[src/rtl/uart_tx_pkg.sv]
// Shared UART TX definitions: frame FSM states, line-mux select codes and
// the default frame width used by the controller, output mux and serializer.
package uart_tx_pkg;

  localparam int DEF_DATA_WIDTH = 8;

  typedef enum logic [2:0] {
    IDLE,
    START,
    DATA,
    PARITY,
    STOP
  } tx_state_e;

  localparam logic [1:0] MUX_START = 2'b00;
  localparam logic [1:0] MUX_STOP  = 2'b01;
  localparam logic [1:0] MUX_DATA  = 2'b10;
  localparam logic [1:0] MUX_PAR   = 2'b11;

endpackage

[src/rtl/uart_tx_ctrl.sv]
// UART TX frame sequencer: steps start, data, optional parity and stop slots,
// one bit time per clock, and cross-checks the serializer's last-bit flag.
module uart_tx_ctrl
  import uart_tx_pkg::*;
#(
  parameter int DATA_WIDTH = DEF_DATA_WIDTH
) (
  input  logic       CLK,
  input  logic       RST,
  input  logic       DATA_VALID,
  input  logic       PAR_EN,
  input  logic       SER_DONE,
  output logic       SER_EN,
  output logic [1:0] MUX_SEL,
  output logic       BUSY,
  output logic       FRAME_DONE,
  output logic       SEQ_ERR
);

  localparam int CNT_W = (DATA_WIDTH > 1) ? $clog2(DATA_WIDTH) : 1;
  localparam logic [CNT_W-1:0] LAST_BIT = CNT_W'(DATA_WIDTH - 1);

  tx_state_e        state_q, state_d;
  logic [CNT_W-1:0] bit_cnt_q, bit_cnt_d;
  logic             par_en_q, par_en_d;
  logic             seq_err_q, seq_err_d;

  always_ff @(posedge CLK) begin
    if (RST) begin
      state_q   <= IDLE;
      bit_cnt_q <= '0;
      par_en_q  <= 1'b0;
      seq_err_q <= 1'b0;
    end else begin
      state_q   <= state_d;
      bit_cnt_q <= bit_cnt_d;
      par_en_q  <= par_en_d;
      seq_err_q <= seq_err_d;
    end
  end

  // Outputs depend on state_q only, so the line source never glitches on inputs.
  always_comb begin
    state_d    = state_q;
    bit_cnt_d  = bit_cnt_q;
    par_en_d   = par_en_q;
    seq_err_d  = seq_err_q;
    MUX_SEL    = MUX_STOP;
    BUSY       = 1'b0;
    SER_EN     = 1'b0;
    FRAME_DONE = 1'b0;
    unique case (state_q)
      IDLE: begin
        if (DATA_VALID) begin
          state_d   = START;
          par_en_d  = PAR_EN;
          bit_cnt_d = '0;
        end
      end
      START: begin
        MUX_SEL = MUX_START;
        BUSY    = 1'b1;
        state_d = DATA;
      end
      DATA: begin
        MUX_SEL   = MUX_DATA;
        BUSY      = 1'b1;
        SER_EN    = 1'b1;
        bit_cnt_d = bit_cnt_q + CNT_W'(1);
        // Serializer must flag its last bit exactly in our last data slot.
        if (SER_DONE != (bit_cnt_q == LAST_BIT)) seq_err_d = 1'b1;
        if (bit_cnt_q == LAST_BIT) state_d = par_en_q ? PARITY : STOP;
      end
      PARITY: begin
        MUX_SEL = MUX_PAR;
        BUSY    = 1'b1;
        state_d = STOP;
      end
      STOP: begin
        MUX_SEL    = MUX_STOP;
        BUSY       = 1'b1;
        FRAME_DONE = 1'b1;
        state_d    = IDLE;
      end
      default: state_d = IDLE;
    endcase
  end

  assign SEQ_ERR = seq_err_q;

endmodule
[config.mk]
export PLATFORM = sky130hd
export DESIGN_NAME = uart_tx_ctrl
export DESIGN_NICKNAME = d
export VERILOG_FILES = /design/src/rtl/uart_tx_pkg.sv /design/src/rtl/uart_tx_ctrl.sv
export SDC_FILE = /design/constraint.sdc
export NUM_CORES = 1
export LEC_CHECK = 0
export ABC_CLOCK_PERIOD_IN_PS = 1700
export CELL_PAD_IN_SITES_DETAIL_PLACEMENT = 1
export CELL_PAD_IN_SITES_GLOBAL_PLACEMENT = 2
export CORE_ASPECT_RATIO = 1.2
export CORE_MARGIN = 2
export CORE_UTILIZATION = 27
export CTS_CLUSTER_SIZE = 24
export DETAILED_ROUTE_END_ITERATION = 8
export PLACE_DENSITY_LB_ADDON = 0.2
export SETUP_SLACK_MARGIN = 0.05
export SYNTH_ARGS = -nofsm -noshare
export SYNTH_HDL_FRONTEND = slang
export SYNTH_SLANG_ARGS = --single-unit
[constraint.sdc]
create_clock -name CLK -period 1.7 [get_ports CLK]
set_input_delay 0.34 -clock CLK [delete_from_list [all_inputs] [get_ports CLK]]
set_output_delay 0.34 -clock CLK [all_outputs]
set_load 0.01 [all_outputs]
-- After elaboration in Yosys (flattened, before gate mapping)
Cells that the tools add are included.
- register bits: 8
- bits of input ports: 5
- output and inout port bits: 6
- logic and storage cells: 30
- add/sub/neg operators: 1
- equal/unequal tests: 8
- muxes and demuxes: 10
- reduce and logical (&&, ||, !) cells: 7
- operators with widths (kind ; number):
    $mux 3 ; 4
    $pmux 3 s4 ; 1
    $reduce_and 2->1 ; 4
    $eq 3x2->1 const B ; 2
    $eq 3x3->1 const B ; 2
    $pmux 2 s3 ; 1
    $pmux 3 s2 ; 1
    $ne 2x2->1 const B ; 2
    $reduce_or 4->1 ; 1
    $add 3x1->3 const B ; 1
    $eq 3x1->1 const B ; 1
    $logic_not 3->1 ; 1
    $mux 1 ; 3
    $reduce_bool 2->1 ; 1
    $ne 1x1->1 ; 1

-- Logic depth before layout (Yosys ltp)
- word-level depth: 3
- gate-level depth with buffers: 5
- depth with buffers taken out: 5

-- Worst setup path after synthesis
OpenSTA, ideal clock, no wires.
- path kind: flip-flop to flip-flop
- start: register bit_cnt_q[0]
- end: register seq_err_q (netlist: SEQ_ERR)
- library setup time: 0.116 ns
- arrival: 1.043 ns
- required time: 1.584 ns
- path slack: 0.541 ns
- cell stages (with the launch flop): 6
- path buffers: 0
- clock period less this slack: 1.159 ns
- cell sequence: dfxtp_1 > ha_1 > ha_1 > xor2_1 > a21oi_1 > nor2_1
- word-level cells in the longest chain between the ends: 3
- ends and longest elaborated chain (item ; RTL line ; RTL):
    from (decl) ; uart_tx_ctrl.sv:24 ; logic [CNT_W-1:0] bit_cnt_q, bit_cnt_d;
    from (signal assigned) ; uart_tx_ctrl.sv:36 ; bit_cnt_q <= bit_cnt_d;
    $eq 3x3->1 ; uart_tx_ctrl.sv:71 ; if (SER_DONE != (bit_cnt_q == LAST_BIT)) seq_err_d = 1'b1;
    $ne 1x1->1 ; uart_tx_ctrl.sv:71 ;
    $reduce_and 2->1 (no line) ; n/a ;
    to (signal assigned) ; uart_tx_ctrl.sv:38 ; seq_err_q <= seq_err_d;
    to (decl) ; uart_tx_ctrl.sv:26 ; logic seq_err_q, seq_err_d;
No other way between the ends.
A chain may end at the register's enable or synchronous reset.

-- Final worst setup path
- start: register state_q[1]
- end: output port SER_EN
- word-level cells in the longest chain between the ends: 2
- ends and longest elaborated chain (item ; RTL line ; RTL):
    from (decl) ; uart_tx_ctrl.sv:23 ; tx_state_e state_q, state_d;
    from (signal assigned) ; uart_tx_ctrl.sv:35 ; state_q <= state_d;
    $eq 3x2->1 ; uart_tx_ctrl.sv:52 ; unique case (state_q)
    $mux 1 ; uart_tx_ctrl.sv:52 ;
    to (decl) ; uart_tx_ctrl.sv:13 ; output logic SER_EN,
No other way between the ends.

==> results.md <==
- Main synth FF type: dfxtp_1
- Critical path arrival: 1.17 ns
- F_max: 660 MHz
- H-tree levels: 1
- Syn Area/Cell: 9.85 um^2
- Number of remaining DRC errors: 0
- #FFs+latches synth: 8
- Yosys top cell by area: dfxtp_1
- Hold Startpoint: bit_cnt_q[1]$_SDFFE_PP0P_
- Yosys cell types: 28
- Worst-path cell chain: nor3b_4 > dlygate4sd2_1
- Fillcell total: roughly 200
- Initial antenna violation count: 0
- CP max-delay cell: dfxtp_2
- Post-synth EDFFs: 0
- Layout area overhead: 33.4%
- Top cells by area, synth: dfxtp_1 35%, ha_1 5.5%, nor4b_4 5.2%
- Hold crit path type: reg2reg
- Die Y: around 49 um
- First-pass GRT wire length: 1.86 mm
- Critical path class: reg2out
- DRT antenna net count: 0
- RSZ-0062 raised after global routing: no
- Final Instance Count excl. Fillers: 78
- Final slew viol count: 0
- Via/cell ratio: slightly below 5
- Nets: between 60 and 70
- DIE AREA: ~2000 um^2
- DRT iter0 DRCs: 7
- Final hold vios: 0
- Max stage delay on crit path: around 0.38 ns
- DR WL/cell: 13.6 um
- Post-DP HPWL: approximately 860 um
- CTS max path bufs: 2
- Layout cells sized above 1: between 20% and 30%
- Sequential Area: ~160 um^2
- Synth Instances: between 40 and 50
- Die width: 41.4 um
- Status: complete, no violations
- Antenna Cells: 0
- Worst IR Drop VDD: between 0.3 and 0.4 mV
- Clock Skew: 0.00155 ns
- Routability Congestion: ~0.75
- Hold slack final: ~0.49 ns
- Hold Path End: bit_cnt_q[1]$_SDFFE_PP0P_
- Port buffer count: 10
- Final wirelength: between 1 and 1.5 mm
- Num Clock Sinks: 8
- Io pins: 11
- CTS Buf Count: 3
- Crit path time final: about 1.5 ns
- Sequential share of the synthesized area: 35.4%
- CP required: between 1 and 1.5 ns
- Relative slew slack: between 80 and 90%
- Hold Crit Depth: 2
- Core Region: 1600 um^2
- CTS tree: yes
- Max FO, Critical Path: 6
- Commonest cells after routing, fill and taps aside: 5 x dfxtp_1, 5 x clkdlybuf4s50_1, 5 x buf_4, 4 x dlygate4sd2_1
- Clock root buffer: clkbuf_4
- Vias in the first global route: approximately 450
- Gr ovfl total: 0
- Path depth of the worst reg2reg path: 5
- Largest net degree at the start of global routing: 8
- Startpoint types: register
- Via count: 383
- Max-cap viol count: 0
- Worst R2R Start: bit_cnt_q[0]$_SDFFE_PP0P_
- Multi-input gate area: 256 um^2
- R2r endpoint: SEQ_ERR$_SDFFE_PP0P_
- # setup viols final: 0
- Synth warn: 0
- R2R setup slack: around 0.44 ns
- Clock slew at reported path FFs: ~0.050 ns
- Leakage dissipation: 0.278 nW
- DR pass1 iterations: 4
- Site row count: 16
- Global Route Usage Sum: between 10% and 20%
- Placed Cells: 75
- Cell area after placement: between 500 and 600 um^2
- Final instance area: roughly 600 um^2
- Mapped cell area: approximately 450 um^2
- Top cell type's share of synthesized area: 35.4%
- Final critical-path share of the clock period: 89.1%
- Power density cells: a little under 800 nW/um^2
- Syn Nets: 53
- Post-synth ARST share: 0%
- Crit end category: output port
- Slew @ Worst Pin: roughly 0.25 ns
- Starting Density: about 28%
- Worst-skew pair later-pin latency: between 0.2 and 0.3 ns
-- flip-flops by register name (all words and copies together) (netlist names) --
register   count
state_q        3
SEQ_ERR        1
par_en_q       1
bit_cnt_q      3
-- synth_stat cells (2+ instances only) --
library cell and number:
nor2_1 4, a21oi_1 3, nand2b_1 2, xor2_1 2, ha_1 2, o31ai_1 2, buf_6 2, dfxtp_1 8
nand2_1 2
-- critical path, delay by kind of cell (launching register included) --
family	cells	cell delay [ns]
DFF	1	0.38
buffers and inverters	1	0.30
and+or+nand+nor	1	0.23
-- layout make-up --
class                   instances  area share, %
clock buffers                   3           3.73
inverters                       1          0.621
multi-input cells              33           42.4
flip-flops and latches          8           27.1
well taps                      18           3.73
repair buffers                 15           22.4
-- routing by layer --
| metal | routed length, um | vias to the layer above | global-route usage [%] |
|---|---|---|---|
| met4 | 29 | 0 | 8.06 |
| met3 | 72 | 3 | 4.11 |
| li1 | - | 189 | - |
| met5 | 0 | - | 0 |
| met1 | 426 | 177 | 15.0 |
| met2 | 531 | 14 | 21.4 |
-- cell families after synthesis --
group | Yosys count | synth area share [%]
AND/OR/NAND/NOR | 18 | 28.2
multiplexers | 1 | 2.21
AO/OA/AOI/OAI | 9 | 14.4
flip-flops | 8 | 35.4
XOR/XNOR | 3 | 5.80
adder cells (fa/ha/maj) | 2 | 5.52
buffers and inverters | 5 | 8.56
-- repair_timing --
item                       CTS  global route
hold buffers                 0             0
resized for setup            7             2
setup endpoints to repair    5             1
pin swaps                    0             0
buffers inserted             0             0
hold endpoints to repair     0             0
-- worst max-delay path by stage --
stage / start / to / slack, ns
2_1_floorplan: bit_cnt_q[0]$_SDFFE_PP0P_ / SEQ_ERR$_SDFFE_PP0P_ / 0.54
3_3_place_gp: state_q[1]$_SDFFE_PP0P_ / SER_EN / 0.16
3_5_place_dp: state_q[1]$_SDFFE_PP0P_ / SER_EN / 0.13
4_1_cts: state_q[0]$_SDFFE_PP0P_ / FRAME_DONE / -0.1
5_1_grt: state_q[1]$_SDFFE_PP0P_ / SER_EN / 0.13
6_report: state_q[1]$_SDFFE_PP0P_ / SER_EN / 0.19
-- stage by stage --
| step | worst slack [ns] | setup TNS (ns) | total power [mW] | util [%] |
|---|---|---|---|---|
| CTS | -0.0973 | -0.0973 | 0.472 | 37.4 |
| global route | 0.125 | 0 | 0.497 | 37.7 |
| floorplan | 0.541 | 0 | 0.279 | - |
| global placement | 0.161 | 0 | 0.322 | 36.1 |
| finish | 0.186 | 0 | 0.467 | 37.7 |
| detailed placement | 0.132 | 0 | 0.327 | 36.1 |
-- power breakdown --
group          total (mW)  switching, mW  internal, mW
Sequential          0.211         0.0123         0.198
Clock               0.151         0.0701        0.0811
Combinational       0.105         0.0466        0.0584
Total               0.467          0.129         0.338
No activity file was read; power rests on OpenSTA's default activity.
==> RTL change: new RTL, config.mk and constraints unchanged <==
The 5 states of `tx_state_e` get a one-hot encoding in 5 bits.
--- a/src/rtl/uart_tx_pkg.sv
+++ b/src/rtl/uart_tx_pkg.sv
@@ -4,12 +4,12 @@
 
   localparam int DEF_DATA_WIDTH = 8;
 
-  typedef enum logic [2:0] {
-    IDLE,
-    START,
-    DATA,
-    PARITY,
-    STOP
+  typedef enum logic [4:0] {
+    IDLE   = 5'b00001,
+    START  = 5'b00010,
+    DATA   = 5'b00100,
+    PARITY = 5'b01000,
+    STOP   = 5'b10000
   } tx_state_e;
 
   localparam logic [1:0] MUX_START = 2'b00;
Formal check against the unedited RTL: same outputs for any inputs over 10 cycles, from zero or initial values and one cycle with RST high; not proved beyond that.
==> RTL change against the unedited design <==
- sequential cell count is 2 higher
- routed wire length is 35% higher
- critical path depth is 1 higher
- global-route usage is 0.19 points higher
- final area is 37% higher
- synthesized area is 35% higher
- sequential share of layout area is 2.0 points lower
- utilization is 1.9 points higher
- setup slack worse by 0.12 ns
- total power is 17% higher
==> RTL change: results (changes against the unedited design) <==
{| class="wikitable"
! Metric !! Value
|-
| Result of the run || finished, final reports clean
|-
| Clock skew after layout || 0.00464 ns (+0.00308 ns)
|-
| Cell depth of the worst min-delay path || 2 (unchanged)
|-
| Wire length of the first global-routing pass || 2550 um (+37%)
|-
| Routed vias || 564 (+47%)
|-
| Met3 routing resource usage after global routing || 2.92% (-1.2 points)
|-
| End point of the most critical hold path || bit_cnt_q[1]$_SDFFE_PP0P_
|-
| Final net count || 97 (+41%)
|-
| Top cells by instance count after synthesis || 10 x sky130_fd_sc_hd__dfxtp_1, 6 x sky130_fd_sc_hd__nor2_1, 4 x sky130_fd_sc_hd__a21oi_1, 4 x sky130_fd_sc_hd__inv_1
|-
| Postcts setup bufs || 0 (unchanged)
|-
| Normalized max-slew margin || 83.1% (+0.11 points)
|-
| Switching share of power || 24.0% (-3.7 points)
|-
| Leakage power summed over all cells || 0.335 nW (+20%)
|-
| Endpoint of the worst-slack reg-to-reg timing path || state_q[4]$_SDFFE_PP0P_
|-
| Leading post-synthesis cells by cell area || sky130_fd_sc_hd__dfxtp_1 33%, sky130_fd_sc_hd__buf_6 5.5%, sky130_fd_sc_hd__o41ai_2 5.3%
|-
| Antenna diode instance count || 0 (unchanged)
|-
| Worst reg2reg startpoint || bit_cnt_q[0]$_SDFFE_PP0P_
|-
| Sequential-to-total area share from yosys stat || 32.7% (-2.7 points)
|-
| Registers with the most flip-flops || state_q (5), bit_cnt_q (3)
|-
| Worst vdd rail ir drop || 0.361 mV (+16%)
|-
| Post-detail-place hpwl || 1120 um (+31%)
|-
| Data arrival time of the worst path || 1.29 ns (+0.12 ns)
|-
| Clock root cell || sky130_fd_sc_hd__clkbuf_4
|-
| Layout cell share with drive strength beyond 1 || 37.1% (+10 points)
|-
| Max FO, Critical Path || 7 (+1)
|-
| Mean routed wirelength per cell || 12.0 um (-11%)
|-
| Fraction of met1 tracks used by global routing || 15.7% (+0.73 points)
|-
| H-tree level count || 1 (unchanged)
|-
| Number of library cell types mapped by synthesis || 32 (+14%)
|-
| Type of the worst min-delay path || flop to flop
|-
| First-iteration detailed-routing DRC count || 2 (-5)
|-
| Weighted congestion reported at the end of routability-driven placement || 0.721 (-4.4%)
|-
| Setup slack on the worst flop-to-flop path || 0.32 ns (-0.12 ns)
|-
| Clock-pin slew on the worst setup and hold paths || 0.07 ns (+0.02 ns)
|-
| Met2 track demand over resource in global routing || 21.4% (+0.074 points)
|-
| Overall Global Routing Usage || 13.8% (+0.19 points)
|-
| CTS Buffer Depth || 2 (unchanged)
|-
| Number of global-route vias before repair || 579 (+29%)
|-
| Worst-skew pair later-pin latency || 0.27 ns
|-
| Placed inst area || 806 um^2 (+39%)
|-
| Slowest stage cell, crit path || sky130_fd_sc_hd__or4_1
|-
| YS warnings || 0 (unchanged)
|-
| Iteration count of the initial detailed-routing pass || 2 (-2)
|-
| Startpoint of the worst hold path || bit_cnt_q[1]$_SDFFE_PP0P_
|-
| Largest net degree at the start of global routing || 13 (+5)
|-
| Number of nets in the synthesized netlist || 74 (+40%)
|-
| Async set or reset register ratio after synthesis || 0% (unchanged)
|}
==> RTL change: worst max path at each step <==
| stage | slack (ns) | to | start | depth (start not counted) |
|---|---|---|---|---|
| after floorplan | 0.37 | FRAME_DONE | state_q[3]$_SDFFE_PP0P_ | 4 |
| after global placement | -0.07 | MUX_SEL[0] | state_q[1]$_SDFFE_PP0P_ | 3 |
| after detailed placement | -0.09 | MUX_SEL[0] | state_q[1]$_SDFFE_PP0P_ | 3 |
| after CTS | 0.05 | MUX_SEL[0] | state_q[1]$_SDFFE_PP0P_ | 3 |
| after global routing | 0.01 | MUX_SEL[0] | state_q[1]$_SDFFE_PP0P_ | 3 |
| final | 0.07 | MUX_SEL[0] | state_q[1]$_SDFFE_PP0P_ | 3 |
==> RTL change: cells by family after synthesis <==
| family | Yosys count | synth area share [%] |
|---|---|---|
| adders and majority gates | 2 | 4.08 |
| xor gates and xnor gates | 3 | 4.29 |
| and+or+nand+nor | 31 | 33.9 |
| buffers and inverters | 9 | 9.39 |
| AOI/OAI and AO/OA | 12 | 15.7 |
| DFF | 10 | 32.7 |
==> RTL change: power groups by stage <==
stage / Sequential [mW] / Clock (mW) / Combinational (mW)
after floorplan: 0.250 / 0 / 0.0467
after global placement: 0.254 / 0 / 0.0805
after detailed placement: 0.254 / 0 / 0.0809
after CTS: 0.249 / 0.230 / 0.0797
after global routing: 0.250 / 0.242 / 0.0891
final: 0.249 / 0.219 / 0.0792
==> RTL change: what timing repair did <==
item | in CTS | in global routing
pin swaps | 1 | 1
endpoints found under the setup margin | 5 | 4
resized for setup | 21 | 5
==> RTL change: final cells by class <==
class,count,area (um^2)
Clock buffer,4,36.3
Fill cell,251,1260
Inverter,4,15.0
Multi-Input combinational cell,48,360
Sequential cell,10,209
Tap cell,30,37.5
Timing Repair Buffer,23,173
==> RTL change: per-layer routing <==
metal  up-vias  wire length, um
li1        286                -
met1       264              625
met2        10              719
met3         4               37
met4         0               50
met5         -                0
==> RTL change: stage by stage <==
step	setup WS (ns)	cells	hold WS [ns]
after floorplan	0.366	67	0.443
after global placement	-0.0699	115	0.463
after detailed placement	-0.0889	115	0.481
after CTS	0.0506	119	0.491
after global routing	0.0148	119	0.514
final	0.0658	119	0.486
==> RTL change: critical path: cells and delay by family, from the launching register on <==
| family | cells | cell delay [ns] |
|---|---|---|
| xor+xnor | 1 | 0.12 |
| buf+inv | 1 | 0.15 |
| flops | 1 | 0.37 |
| simple gates | 1 | 0.38 |
